File: src/rtl/dmi_dm_responder_if.sv
// ---------------------------------------------------------------------------
// dmi_dm_responder_if
// Bus bundle between the debug module responder and its surroundings.
//   DMI side : io_reg_en / io_reg_wr_en / io_reg_wr_addr / io_reg_wr_data in,
//              io_rd_data out (registered read data).
//   Core side: io_acc_valid / io_acc_write / io_acc_regno / io_acc_wdata out,
//              io_acc_ready, io_acc_resp_valid / io_acc_resp_err /
//              io_acc_resp_data in.
// Modports:
//   slave  - the debug module (dmi_dm_responder).
//   master - the environment: DMI driver plus the core's register access port.
// ---------------------------------------------------------------------------
interface dmi_dm_responder_if;
    logic        io_reg_en;
    logic        io_reg_wr_en;
    logic [6:0]  io_reg_wr_addr;
    logic [31:0] io_reg_wr_data;
    logic [31:0] io_rd_data;

    logic        io_acc_valid;
    logic        io_acc_ready;
    logic        io_acc_write;
    logic [15:0] io_acc_regno;
    logic [31:0] io_acc_wdata;
    logic        io_acc_resp_valid;
    logic        io_acc_resp_err;
    logic [31:0] io_acc_resp_data;

    modport slave (
        input  io_reg_en, io_reg_wr_en, io_reg_wr_addr, io_reg_wr_data,
        output io_rd_data,
        output io_acc_valid, io_acc_write, io_acc_regno, io_acc_wdata,
        input  io_acc_ready, io_acc_resp_valid, io_acc_resp_err, io_acc_resp_data
    );

    modport master (
        output io_reg_en, io_reg_wr_en, io_reg_wr_addr, io_reg_wr_data,
        input  io_rd_data,
        input  io_acc_valid, io_acc_write, io_acc_regno, io_acc_wdata,
        output io_acc_ready, io_acc_resp_valid, io_acc_resp_err, io_acc_resp_data
    );
endinterface

File: src/rtl/dmi_dm_responder.sv
// ---------------------------------------------------------------------------
// dmi_dm_responder
// Minimal RISC-V debug module sitting at the end of the DMI bus. Decodes DMI
// reads/writes to data0, dmcontrol, dmstatus, abstractcs and command, and runs
// an abstract access-register FSM that performs one GPR/CSR access on the core
// through a valid/ready request and a response strobe.
// Ports:
//   io_core_clk        clock
//   io_core_rst_n      synchronous active-low reset
//   bus                dmi_dm_responder_if.slave (DMI bus + core access port)
//   io_dmi_hard_reset  clears all DM state, same effect as dmactive=0
//   io_core_halted     core halted status
//   io_haltreq         dmcontrol.haltreq gated by dmactive
//   io_resumereq       single-cycle resume request pulse
//   io_ndmreset        dmcontrol.ndmreset gated by dmactive
// ---------------------------------------------------------------------------
module dmi_dm_responder #(
    parameter int TIMEOUT = 256,
    parameter int VERSION = 2
) (
    input  logic              io_core_clk,
    input  logic              io_core_rst_n,
    dmi_dm_responder_if.slave bus,
    input  logic              io_dmi_hard_reset,
    input  logic              io_core_halted,
    output logic              io_haltreq,
    output logic              io_resumereq,
    output logic              io_ndmreset
);
    localparam logic [6:0] A_DATA0      = 7'h04;
    localparam logic [6:0] A_DMCONTROL  = 7'h10;
    localparam logic [6:0] A_DMSTATUS   = 7'h11;
    localparam logic [6:0] A_ABSTRACTCS = 7'h16;
    localparam logic [6:0] A_COMMAND    = 7'h17;
    localparam int             CW       = (TIMEOUT > 2) ? $clog2(TIMEOUT) : 1;
    localparam logic [CW-1:0]  CNT_LAST = CW'(TIMEOUT - 1);
    localparam logic [3:0]     VER4     = 4'(VERSION);

    typedef enum logic [1:0] {ST_IDLE = 2'd0, ST_REQ = 2'd1, ST_WAIT = 2'd2} state_t;

    state_t        r_state;
    state_t        w_state_nxt;
    logic          r_dmactive;
    logic          r_haltreq;
    logic          r_ndmreset;
    logic          r_resumereq;
    logic [31:0]   r_data0;
    logic [2:0]    r_cmderr;
    logic          r_acc_write;
    logic [15:0]   r_acc_regno;
    logic [31:0]   r_acc_wdata;
    logic [CW-1:0] r_cnt;
    logic [31:0]   r_rd_data;

    logic          w_wr;
    logic          w_rd;
    logic          w_ctl_wr;
    logic          w_data0_acc;
    logic          w_acs_wr;
    logic          w_cmd_wr;
    logic          w_cmd_bad;
    logic          w_cmd_start;
    logic          w_busy;
    logic          w_resp;
    logic          w_timeout;
    logic          w_active_nxt;
    logic          w_clear;
    logic [2:0]    w_cmderr_nxt;
    logic [31:0]   w_rd_mux;

    // ---------------- access decode ----------------
    assign w_wr        = bus.io_reg_en &  bus.io_reg_wr_en;
    assign w_rd        = bus.io_reg_en & ~bus.io_reg_wr_en;
    assign w_ctl_wr    = w_wr & (bus.io_reg_wr_addr == A_DMCONTROL);
    assign w_data0_acc = bus.io_reg_en & (bus.io_reg_wr_addr == A_DATA0);
    assign w_acs_wr    = w_wr & (bus.io_reg_wr_addr == A_ABSTRACTCS);
    assign w_cmd_wr    = w_wr & (bus.io_reg_wr_addr == A_COMMAND) & r_dmactive;
    assign w_cmd_bad   = (bus.io_reg_wr_data[31:24] != 8'd0) ||
                         (bus.io_reg_wr_data[22:20] != 3'd2);
    assign w_cmd_start = w_cmd_wr & ~w_busy & (r_cmderr == 3'd0) & ~w_cmd_bad &
                         io_core_halted & bus.io_reg_wr_data[17];

    assign w_resp    = (r_state == ST_WAIT) & bus.io_acc_resp_valid;
    // A response in the last counted cycle still wins over the timeout.
    assign w_timeout = (r_state == ST_WAIT) & ~bus.io_acc_resp_valid & (r_cnt == CNT_LAST);

    // dmactive=0 (written or forced by hard reset) holds every other DM register at zero.
    assign w_active_nxt = ~io_dmi_hard_reset & (w_ctl_wr ? bus.io_reg_wr_data[0] : r_dmactive);
    assign w_clear      = ~w_active_nxt;

    // ---------------- FSM: state register ----------------
    always_ff @(posedge io_core_clk) begin
        if (!io_core_rst_n) r_state <= ST_IDLE;
        else                r_state <= w_state_nxt;
    end

    // ---------------- FSM: next state ----------------
    always_comb begin
        w_state_nxt = r_state;
        case (r_state)
            ST_IDLE: if (w_cmd_start)                 w_state_nxt = ST_REQ;
            ST_REQ:  if (bus.io_acc_ready)            w_state_nxt = ST_WAIT;
            ST_WAIT: if (w_resp || w_timeout)         w_state_nxt = ST_IDLE;
            default:                                  w_state_nxt = ST_IDLE;
        endcase
        if (w_clear) w_state_nxt = ST_IDLE;
    end

    // ---------------- FSM: outputs ----------------
    always_comb begin
        w_busy           = (r_state != ST_IDLE);
        bus.io_acc_valid = (r_state == ST_REQ);
    end

    // ---------------- cmderr next value ----------------
    always_comb begin
        w_cmderr_nxt = r_cmderr;
        if (w_busy) begin
            if ((w_data0_acc || w_cmd_wr) && r_cmderr == 3'd0) w_cmderr_nxt = 3'd1;
        end else begin
            if (w_acs_wr) w_cmderr_nxt = r_cmderr & ~bus.io_reg_wr_data[10:8];
            if (w_cmd_wr && r_cmderr == 3'd0) begin
                if (w_cmd_bad)            w_cmderr_nxt = 3'd2;
                else if (!io_core_halted) w_cmderr_nxt = 3'd4;
            end
        end
        if ((w_resp && bus.io_acc_resp_err) || w_timeout) w_cmderr_nxt = 3'd3;
    end

    // ---------------- read mux ----------------
    always_comb begin
        w_rd_mux = 32'd0;
        case (bus.io_reg_wr_addr)
            A_DATA0:      w_rd_mux = r_data0;
            A_DMCONTROL:  w_rd_mux = {r_haltreq, 29'd0, r_ndmreset, r_dmactive};
            A_DMSTATUS:   w_rd_mux = {20'd0, ~io_core_halted, ~io_core_halted,
                                      io_core_halted, io_core_halted, 1'b1, 3'd0, VER4};
            A_ABSTRACTCS: w_rd_mux = {19'd0, w_busy, 1'b0, r_cmderr, 4'd0, 4'd1};
            default:      w_rd_mux = 32'd0;
        endcase
    end

    // ---------------- DM registers ----------------
    always_ff @(posedge io_core_clk) begin
        if (!io_core_rst_n) begin
            r_rd_data   <= 32'd0;
            r_dmactive  <= 1'b0;
            r_haltreq   <= 1'b0;
            r_ndmreset  <= 1'b0;
            r_resumereq <= 1'b0;
            r_data0     <= 32'd0;
            r_cmderr    <= 3'd0;
            r_acc_write <= 1'b0;
            r_acc_regno <= 16'd0;
            r_acc_wdata <= 32'd0;
            r_cnt       <= '0;
        end else begin
            if (w_rd) r_rd_data <= w_rd_mux;
            r_resumereq <= 1'b0;
            if (w_clear) begin
                r_dmactive  <= 1'b0;
                r_haltreq   <= 1'b0;
                r_ndmreset  <= 1'b0;
                r_data0     <= 32'd0;
                r_cmderr    <= 3'd0;
                r_acc_write <= 1'b0;
                r_acc_regno <= 16'd0;
                r_acc_wdata <= 32'd0;
                r_cnt       <= '0;
            end else begin
                r_dmactive <= 1'b1;
                if (w_ctl_wr) begin
                    r_haltreq   <= bus.io_reg_wr_data[31];
                    r_ndmreset  <= bus.io_reg_wr_data[1];
                    r_resumereq <= bus.io_reg_wr_data[30] & ~bus.io_reg_wr_data[31];
                end
                if (w_wr && bus.io_reg_wr_addr == A_DATA0 && !w_busy)
                    r_data0 <= bus.io_reg_wr_data;
                // Read response data overrides any data0 write in the same cycle.
                if (w_resp && !bus.io_acc_resp_err && !r_acc_write)
                    r_data0 <= bus.io_acc_resp_data;
                r_cmderr <= w_cmderr_nxt;
                if (r_state == ST_WAIT) r_cnt <= r_cnt + 1'b1;
                else                    r_cnt <= '0;
                if (w_cmd_start) begin
                    r_acc_write <= bus.io_reg_wr_data[16];
                    r_acc_regno <= bus.io_reg_wr_data[15:0];
                    r_acc_wdata <= r_data0;
                end
            end
        end
    end

    assign bus.io_rd_data   = r_rd_data;
    assign bus.io_acc_write = r_acc_write;
    assign bus.io_acc_regno = r_acc_regno;
    assign bus.io_acc_wdata = r_acc_wdata;
    assign io_haltreq       = r_haltreq  & r_dmactive;
    assign io_ndmreset      = r_ndmreset & r_dmactive;
    assign io_resumereq     = r_resumereq;
endmodule

File: src/flat_wrapper.sv
// flat-port wrapper written by rule: the top's interface ports become plain ports
module dmi_dm_responder_flat 
#(
    parameter int TIMEOUT = 256,
    parameter int VERSION = 2
)
  (io_core_clk, io_core_rst_n, io_dmi_hard_reset, io_core_halted, io_haltreq, io_resumereq, io_ndmreset, bus_io_reg_en, bus_io_reg_wr_en, bus_io_reg_wr_addr, bus_io_reg_wr_data, bus_io_rd_data, bus_io_acc_valid, bus_io_acc_write, bus_io_acc_regno, bus_io_acc_wdata, bus_io_acc_ready, bus_io_acc_resp_valid, bus_io_acc_resp_err, bus_io_acc_resp_data);
  dmi_dm_responder_if bus_i ();
  input  logic io_core_clk;
  input  logic io_core_rst_n;
  input  logic io_dmi_hard_reset;
  input  logic io_core_halted;
  output logic io_haltreq;
  output logic io_resumereq;
  output logic io_ndmreset;
  input wire logic [$bits(bus_i.io_reg_en)-1:0] bus_io_reg_en;
  input wire logic [$bits(bus_i.io_reg_wr_en)-1:0] bus_io_reg_wr_en;
  input wire logic [$bits(bus_i.io_reg_wr_addr)-1:0] bus_io_reg_wr_addr;
  input wire logic [$bits(bus_i.io_reg_wr_data)-1:0] bus_io_reg_wr_data;
  output wire logic [$bits(bus_i.io_rd_data)-1:0] bus_io_rd_data;
  output wire logic [$bits(bus_i.io_acc_valid)-1:0] bus_io_acc_valid;
  output wire logic [$bits(bus_i.io_acc_write)-1:0] bus_io_acc_write;
  output wire logic [$bits(bus_i.io_acc_regno)-1:0] bus_io_acc_regno;
  output wire logic [$bits(bus_i.io_acc_wdata)-1:0] bus_io_acc_wdata;
  input wire logic [$bits(bus_i.io_acc_ready)-1:0] bus_io_acc_ready;
  input wire logic [$bits(bus_i.io_acc_resp_valid)-1:0] bus_io_acc_resp_valid;
  input wire logic [$bits(bus_i.io_acc_resp_err)-1:0] bus_io_acc_resp_err;
  input wire logic [$bits(bus_i.io_acc_resp_data)-1:0] bus_io_acc_resp_data;
  assign bus_i.io_reg_en = bus_io_reg_en;
  assign bus_i.io_reg_wr_en = bus_io_reg_wr_en;
  assign bus_i.io_reg_wr_addr = bus_io_reg_wr_addr;
  assign bus_i.io_reg_wr_data = bus_io_reg_wr_data;
  assign bus_io_rd_data = bus_i.io_rd_data;
  assign bus_io_acc_valid = bus_i.io_acc_valid;
  assign bus_io_acc_write = bus_i.io_acc_write;
  assign bus_io_acc_regno = bus_i.io_acc_regno;
  assign bus_io_acc_wdata = bus_i.io_acc_wdata;
  assign bus_i.io_acc_ready = bus_io_acc_ready;
  assign bus_i.io_acc_resp_valid = bus_io_acc_resp_valid;
  assign bus_i.io_acc_resp_err = bus_io_acc_resp_err;
  assign bus_i.io_acc_resp_data = bus_io_acc_resp_data;
  dmi_dm_responder #(.TIMEOUT(TIMEOUT), .VERSION(VERSION)) u_core (.io_core_clk(io_core_clk), .io_core_rst_n(io_core_rst_n), .bus(bus_i), .io_dmi_hard_reset(io_dmi_hard_reset), .io_core_halted(io_core_halted), .io_haltreq(io_haltreq), .io_resumereq(io_resumereq), .io_ndmreset(io_ndmreset));
endmodule
File: config.mk
export PLATFORM = sky130hd
export DESIGN_NAME = dmi_dm_responder_flat
export DESIGN_NICKNAME = d
export VERILOG_FILES = /design/src/rtl/dmi_dm_responder_if.sv /design/src/rtl/dmi_dm_responder.sv /design/src/flat_wrapper.sv
export SDC_FILE = /design/constraint.sdc
export NUM_CORES = 1
export LEC_CHECK = 0
export CORE_ASPECT_RATIO = 1.4
export CORE_UTILIZATION = 43
export DETAILED_ROUTE_END_ITERATION = 8
export GPL_TIMING_DRIVEN = 1
export PLACE_DENSITY = 0.84
export SLEW_MARGIN = 0
export SYNTH_ARGS = -nofsm -noshare
export SYNTH_HDL_FRONTEND = slang
export SYNTH_SLANG_ARGS = --single-unit
File: constraint.sdc
create_clock -name io_core_clk -period 1.73 [get_ports io_core_clk]
set_input_delay 0.2595 -clock io_core_clk [delete_from_list [all_inputs] [get_ports io_core_clk]]
set_output_delay 0.2595 -clock io_core_clk [all_outputs]
set_load 0.05 [all_outputs]
Word level (Yosys, flattened, before mapping)
Index checks and enable logic that the tools add are counted.
{ "classes": {"n_bitwise": 30, "mul": 0, "shifts": 0, "addsub": 1, "magnitude_cmp": 0, "mux": 16, "div_mod_pow": 0, "eq_ne": 14, "reduce_logical": 24} }
{ "ops": {"columns": ["op", "n"], "rows": [
  ["$pmux W32 S4", 1],
  ["$mux W32", 2],
  ["$eq A7 B5 Y1 const B", 4],
  ["$and A1 B1 Y1", 19],
  ["$mux W3", 6],
  ["$not A1 Y1", 9],
  ["$reduce_and A3 Y1", 3],
  ["$add A8 B1 Y8 const B", 1],
  ["$eq A8 B8 Y1 const B", 1],
  ["$mux W2", 4],
  ["$reduce_bool A8 Y1", 1],
  ["$eq A7 B3 Y1 const B", 1],
  ["$logic_and A1 B1 Y1", 7],
  ["$pmux W2 S3", 1],
  ["$logic_or A1 B1 Y1", 4],
  ["$ne A2 B1 Y1 const B", 2],
  ["$ne A2 B2 Y1 const B", 2],
  ["$reduce_bool A2 Y1", 2],
  ["$and A3 B3 Y3", 1],
  ["$logic_not A1 Y1", 3],
  ["$logic_not A3 Y1", 1],
  ["$ne A3 B2 Y1 const B", 1],
  ["$ne A3 B3 Y1 const B", 1],
  ["$not A3 Y3", 1],
  ["6 further kinds", 7]
]} }
{ "totals": {"out_inout_bits": 85, "latchBits": 0, "elab_cells": 98, "romBits": 0, "regBits": 130, "n_memories": 0, "mem_bits_rw": 0, "inputBits": 80} }

Depth between registers and ports, before layout
{ "logic_depth": {"depth_word": 10, "ltp_mapped": 8, "mapped_depth_nobuf": 6} }

Worst setup path before layout
Ideal clock, no wire load.
{ "synth_timing": {"path_type": "reg-to-reg", "from": "register u_core.r_acc_write, in the netlist u_core.bus.io_acc_write", "to": "register u_core.r_data0[11]", "t_arrival_ps": 1708, "synth_period_minus_slack_ps": 1843, "n_path_buf": 1, "path_slack_ps": -113, "setup_time_ps": 134, "stages_incl_launch_ff": 6, "required_time_ps": 1596, "cell_sequence": "dfxtp_1 -> nor2_1 -> nand3_1 -> clkbuf_1 -> mux2i_1 -> a211oi_1"} }
{ "synth_between": {"elab_chain_len": 3} }
{ "synth_rtl": {"columns": ["item", "line_no", "rtl"], "rows": [
  ["start, declared", "dmi_dm_responder.sv:49", "logic r_acc_write;"],
  ["start signal, assigned", "dmi_dm_responder.sv:186", "r_acc_write <= bus.io_reg_wr_data[16];"],
  ["$logic_not A1 Y1 *", "dmi_dm_responder.sv:180", "if (w_resp && !bus.io_acc_resp_err && !r_acc_write)"],
  ["$logic_and A1 B1 Y1 *", "dmi_dm_responder.sv:180", null],
  ["$mux W32 / $reduce_bool A2 Y1 (equally long branches)", null, null],
  ["end signal, assigned", "dmi_dm_responder.sv:178", "r_data0 <= bus.io_reg_wr_data;"],
  ["end signal, assigned", "dmi_dm_responder.sv:181", "r_data0 <= bus.io_acc_resp_data;"],
  ["end, declared", "dmi_dm_responder.sv:47", "logic [31:0] r_data0;"]
]} }
Mark *: on every way between the ends. The rest lies on a longest branch, timed or not.
A chain may end at the register's enable or synchronous reset.

Worst setup path after layout
{ "layout_timing": {"from": "register u_core.r_cmderr[2]", "to": "register u_core.r_acc_regno[12], in the netlist u_core.bus.io_acc_regno[12]"} }
{ "layout_between": {"elab_chain_len": 5} }
{ "layout_rtl": {"columns": ["item", "line_no", "rtl"], "rows": [
  ["start, declared", "dmi_dm_responder.sv:48", "logic [2:0] r_cmderr;"],
  ["start signal, assigned", "dmi_dm_responder.sv:182", "r_cmderr <= w_cmderr_nxt;"],
  ["$logic_not A3 Y1", "dmi_dm_responder.sv:80", "assign w_cmd_start = w_cmd_wr & ~w_busy & (r_cmderr == 3'd0) & ~w_cmd_bad &"],
  ["$and A1 B1 Y1 (3 in series)", "dmi_dm_responder.sv:80", null],
  ["$and A1 B1 Y1", "dmi_dm_responder.sv:81", "io_core_halted & bus.io_reg_wr_data[17];"],
  ["end signal, assigned", "dmi_dm_responder.sv:187", "r_acc_regno <= bus.io_reg_wr_data[15:0];"],
  ["end, declared", "dmi_dm_responder.sv:50", "logic [15:0] r_acc_regno;"]
]} }
No other way between the ends.

==> results by stage <==
Floorplanning:
- The area of the die is between 10000 and 15000 um^2.
- The total area inside the core boundary comes to 12800 um^2.
- The initial core utilization is 44.1%.
- For this design the top-level I/O count stands at 165.
- The floorplan has 49 rows.
- The die outline width is approximately 99 um.
- The die span in y is 138 um.

Synth:
- The synthesized design contains 130 register bits.
- The post-synthesis mux area share is under 10%.
- The adder-cell share of the synthesized area is 0.221%.
- In the synthesized netlist, the cells that appear most often are dfxtp_1, nand2_1, nor2_1, a21oi_2, nand2_2.
- The combinational family with the most area after synthesis is simple AND/OR/NAND/NOR gates.
- The net count after synthesis is 698.
- Summing the areas of all xor and xnor instances in the mapped netlist gives 0.929% of the synthesized area.
- Synthesis produced a little over 600 cells.
- In the post-synthesis netlist, the cell with the most instances is dfxtp_1.
- The unique cell type count in the Yosys netlist is 54.
- The mean cell area of the mapped netlist is 9.17 um^2.
- The fraction of synthesized cell area taken by the top area cell type is 46.0%.
- In the post-synthesis netlist, the biggest area contributors are dfxtp_1, nand2_1, a21oi_2.
- The synthesized netlist occupies a cell area of 5660 um^2.
- Summing the areas of all compound-gate instances in the mapped netlist gives 19.2% of the synthesized area.
- Of all flip-flops after synthesis, the portion carrying an async set or reset was 0%.
- Sequential elements use 46.0% of the synthesized area.
- The most common flop cell mapped by yosys is dfxtp_1.
- Yosys printed 0 warnings.
- The simple-gate share of the synthesized area is 22.8%.
- Of all cell types, the one taking the most synthesized area is dfxtp_1.
- In this run, synthesis inferred 0 flip-flops with an integrated enable.

Timing:
- The worst path uses 105% of the clock period.
- The worst pin sits at a relative slew slack of 68.1%.
- Once routing completed, OpenROAD measured the worst setup slack at -78.6 ps.
- The minimum clock period after layout is between 1500 and 2000 ps.
- Setup repair after global routing could not meet its margin everywhere.
- The peak clock frequency supported by timing is 553 MHz.
- The setup clock skew after layout is 11.0 ps.
- The count of final max-slew check failures came to 0.
- The final setup violation count is 49.
- The final worst hold slack is 220 ps.
- The total count of hold-check failures in the final report is 0.
- The measured slew at the worst slew-check pin is around 480 ps.
- Adding up every negative setup slack in the final design gives -2380 ps.

Setup path:
- The worst endpoint data arrival time is ~2100 ps.
- The critical path start-end classification is flop to flop.
- The setup check on the worst reg-to-reg path leaves a slack of -80 ps.
- The startpoint type of the worst setup path is a flop.
- STA puts the critical path data required time at approximately 2000 ps.
- The maximum fanout along the worst path is 8.
- The critical path endpoint category is a flop.
- The worst register-to-register path has a depth of 7.

Detailed routing:
- The DRC marker count from the first detailed-route iteration is approximately 460.
- The detail route stage leaves a number of antenna-violating nets equal to 0.
- The length of routed wiring on met1 is 7.56 mm.
- Summed over all nets, wire length on met3 after detailed routing comes to 1.14 mm.
- Dividing the detail-routed wire length by the instance count gives 20.5 um.
- Detailed routing placed a total of 10.3 mm of wire on met2.
- After detailed routing, the number of remaining DRC violations is 0.
- The total wire length is 20.3 mm.
- Before antenna repair, the detailed router went through 8 iterations.
- Detailed routing inserted a total of 5698 vias.
- The via-per-instance ratio is 5.77.
- The detailed router used layers up to and including met4.

Final layout:
- The layout overhead on the synthesized area is 52.2%.
- The fraction of layout instances using a drive strength above 1 is 36.1%.
- The share of the core filled with cells is 67.2%.
- The final instance area is 8610 um^2.
- Leaving out filler cells and counting taps, the final layout contains 987.
- The final layout net count is 902.
- Fill cells in the final layout number 883.
- The number of antenna diodes in the final layout is 0.

Power and ir drop:
- In this run the static leakage power is 3.33 nW.
- In this run the power density over the cells is approximately 790 nW/um^2.
- VDD sags by at most 0.911 mV.

Placement:
- The placed cell area is 7560 um^2.
- Detailed placement finished with a half-perimeter wire length of around 13 mm.
- The count of buffers inserted at the top-level ports is 164.
- At the end of routability-driven placement, the weighted congestion stood at approximately 0.95.
- The number of cells after detailed placement is 938.

CTS:
- CTS saw 130 sinks.
- The number of clock buffers inserted by TritonCTS is 17.
- TritonCTS built the clock tree.
- Buffers inserted to repair hold after CTS numbered 0.
- At the later pin of the worst-skew pair, clock insertion delay measures 430 ps.
- The root buffer cell is clkbuf_16.
- CTS built an H-tree with a depth of 4.
- The clock passes through at most 2 buffers.
- Clock-pin slew was measured on the worst setup and hold paths at approximately 60 ps.

GRT:
- After global routing the overflow that remains totals 0.
- The number of antenna violations at the first check in global routing is 0.
- The combined global-route utilization of all metal layers is a little under 30%.
- The number of global-route vias before repair is roughly 5700.
- The first global-routing pass estimated approximately 30 mm of wire.
- Entering global routing, the biggest net connects 36 pins.

Run status:
- The final reports fail on setup timing.
- The run finished, with violations left.

Hold path:
- Counting instances, the worst hold path has a depth of 3.
- The tightest min-delay check is of the primary input to flop type.

Run:
- The reported max-cap violation count is 0.
==> worst paths after layout <==
| path | end | start |
|---|---|---|
| setup reg to reg | u_core.bus.io_acc_regno[12] | u_core.r_cmderr[2] |
| hold reg to reg | u_core.bus.io_acc_regno[9] | u_core.bus.io_acc_regno[9] |
| setup / recovery | u_core.bus.io_acc_regno[12] | u_core.r_cmderr[2] |
| hold / removal | u_core.io_resumereq | bus_io_reg_wr_data[31] |
==> registers in the layout, summed over array words and instances, names as in the netlist <==
signal and count:
u_core.r_data0 32, u_core.r_ndmreset 1, u_core.r_cmderr 3, u_core.io_resumereq 1
u_core.bus.io_acc_regno 16, u_core.bus.io_rd_data 32, u_core.r_haltreq 1, u_core.bus.io_acc_write 1
u_core.r_state 2, u_core.bus.io_acc_wdata 32, u_core.r_cnt 8, u_core.r_dmactive 1
==> metal layers <==
metal,up-vias,GRT usage (%)
met5,-,0
met4,0,18.7
met3,99,5.89
met2,322,51.6
met1,2710,32.1
li1,2567,-
==> cells in the final DEF (no fill, tap or decap), types with 6 or more instances in the layout <==
cell,instances
buf_12,13
clkdlybuf4s50_1,61
dfxtp_1,128
nand3_1,30
clkbuf_16,20
a21oi_2,42
mux2i_1,33
clkinv_2,6
nand2_1,84
dlygate4sd2_1,11
buf_16,6
a21boi_0,27
nor2_1,47
a211oi_1,32
nand2_2,30
and2_1,6
buf_4,125
nand2_4,20
a21oi_1,13
clkbuf_2,6
==> critical path, stage by stage, from the launching register on <==
cell	delay, ps
dfxtp_2	340
nor3_4	210
nand4_1	170
or4_4	500
buf_12	180
buf_12	150
nand2_4	70
a21oi_2	60
==> cell type report <==
cell class / instances / area (um^2) / area share [%]
Clock buffer: 22 / 474 / 5.51
Clock inverter: 10 / 83.8 / 0.974
Sequential cell: 130 / 2610 / 30.3
Tap cell: 153 / 191 / 2.22
Timing Repair Buffer: 232 / 2280 / 26.4
Inverter: 4 / 15.0 / 0.174
Multi-Input combinational cell: 436 / 2970 / 34.4
==> per-stage QoR <==
step	power, mW	worst slack, ps
2_1_floorplan	3.16	-113
3_3_place_gp	3.44	-610
3_5_place_dp	3.45	-642
4_1_cts	6.75	-41.3
5_1_grt	6.96	-121
6_report	6.78	-78.6
==> kinds of logic after synthesis <==
logic type      Yosys count
compound gates          141
xor+xnor                  6
fa+ha+maj                 1
buf+inv                  51
flops                   130
mux                      33
simple gates            255
==> what timing repair did <==
item                                    in CTS  in global routing
buffers inserted                             7                  1
endpoints found under the setup margin      83                 64
pin swaps                                   16                 25
resized for setup                           49                 44
gates cloned                                 7                  3
==> power by group <==
part | switching [mW] | internal, mW | leakage [nW]
Combinational | 0.163 | 0.218 | 2.01
Clock | 1.33 | 2.07 | 0.275
Sequential | 0.00140 | 3.00 | 1.05
Total | 1.50 | 5.29 | 3.33
(Power assumes the default switching activity.)
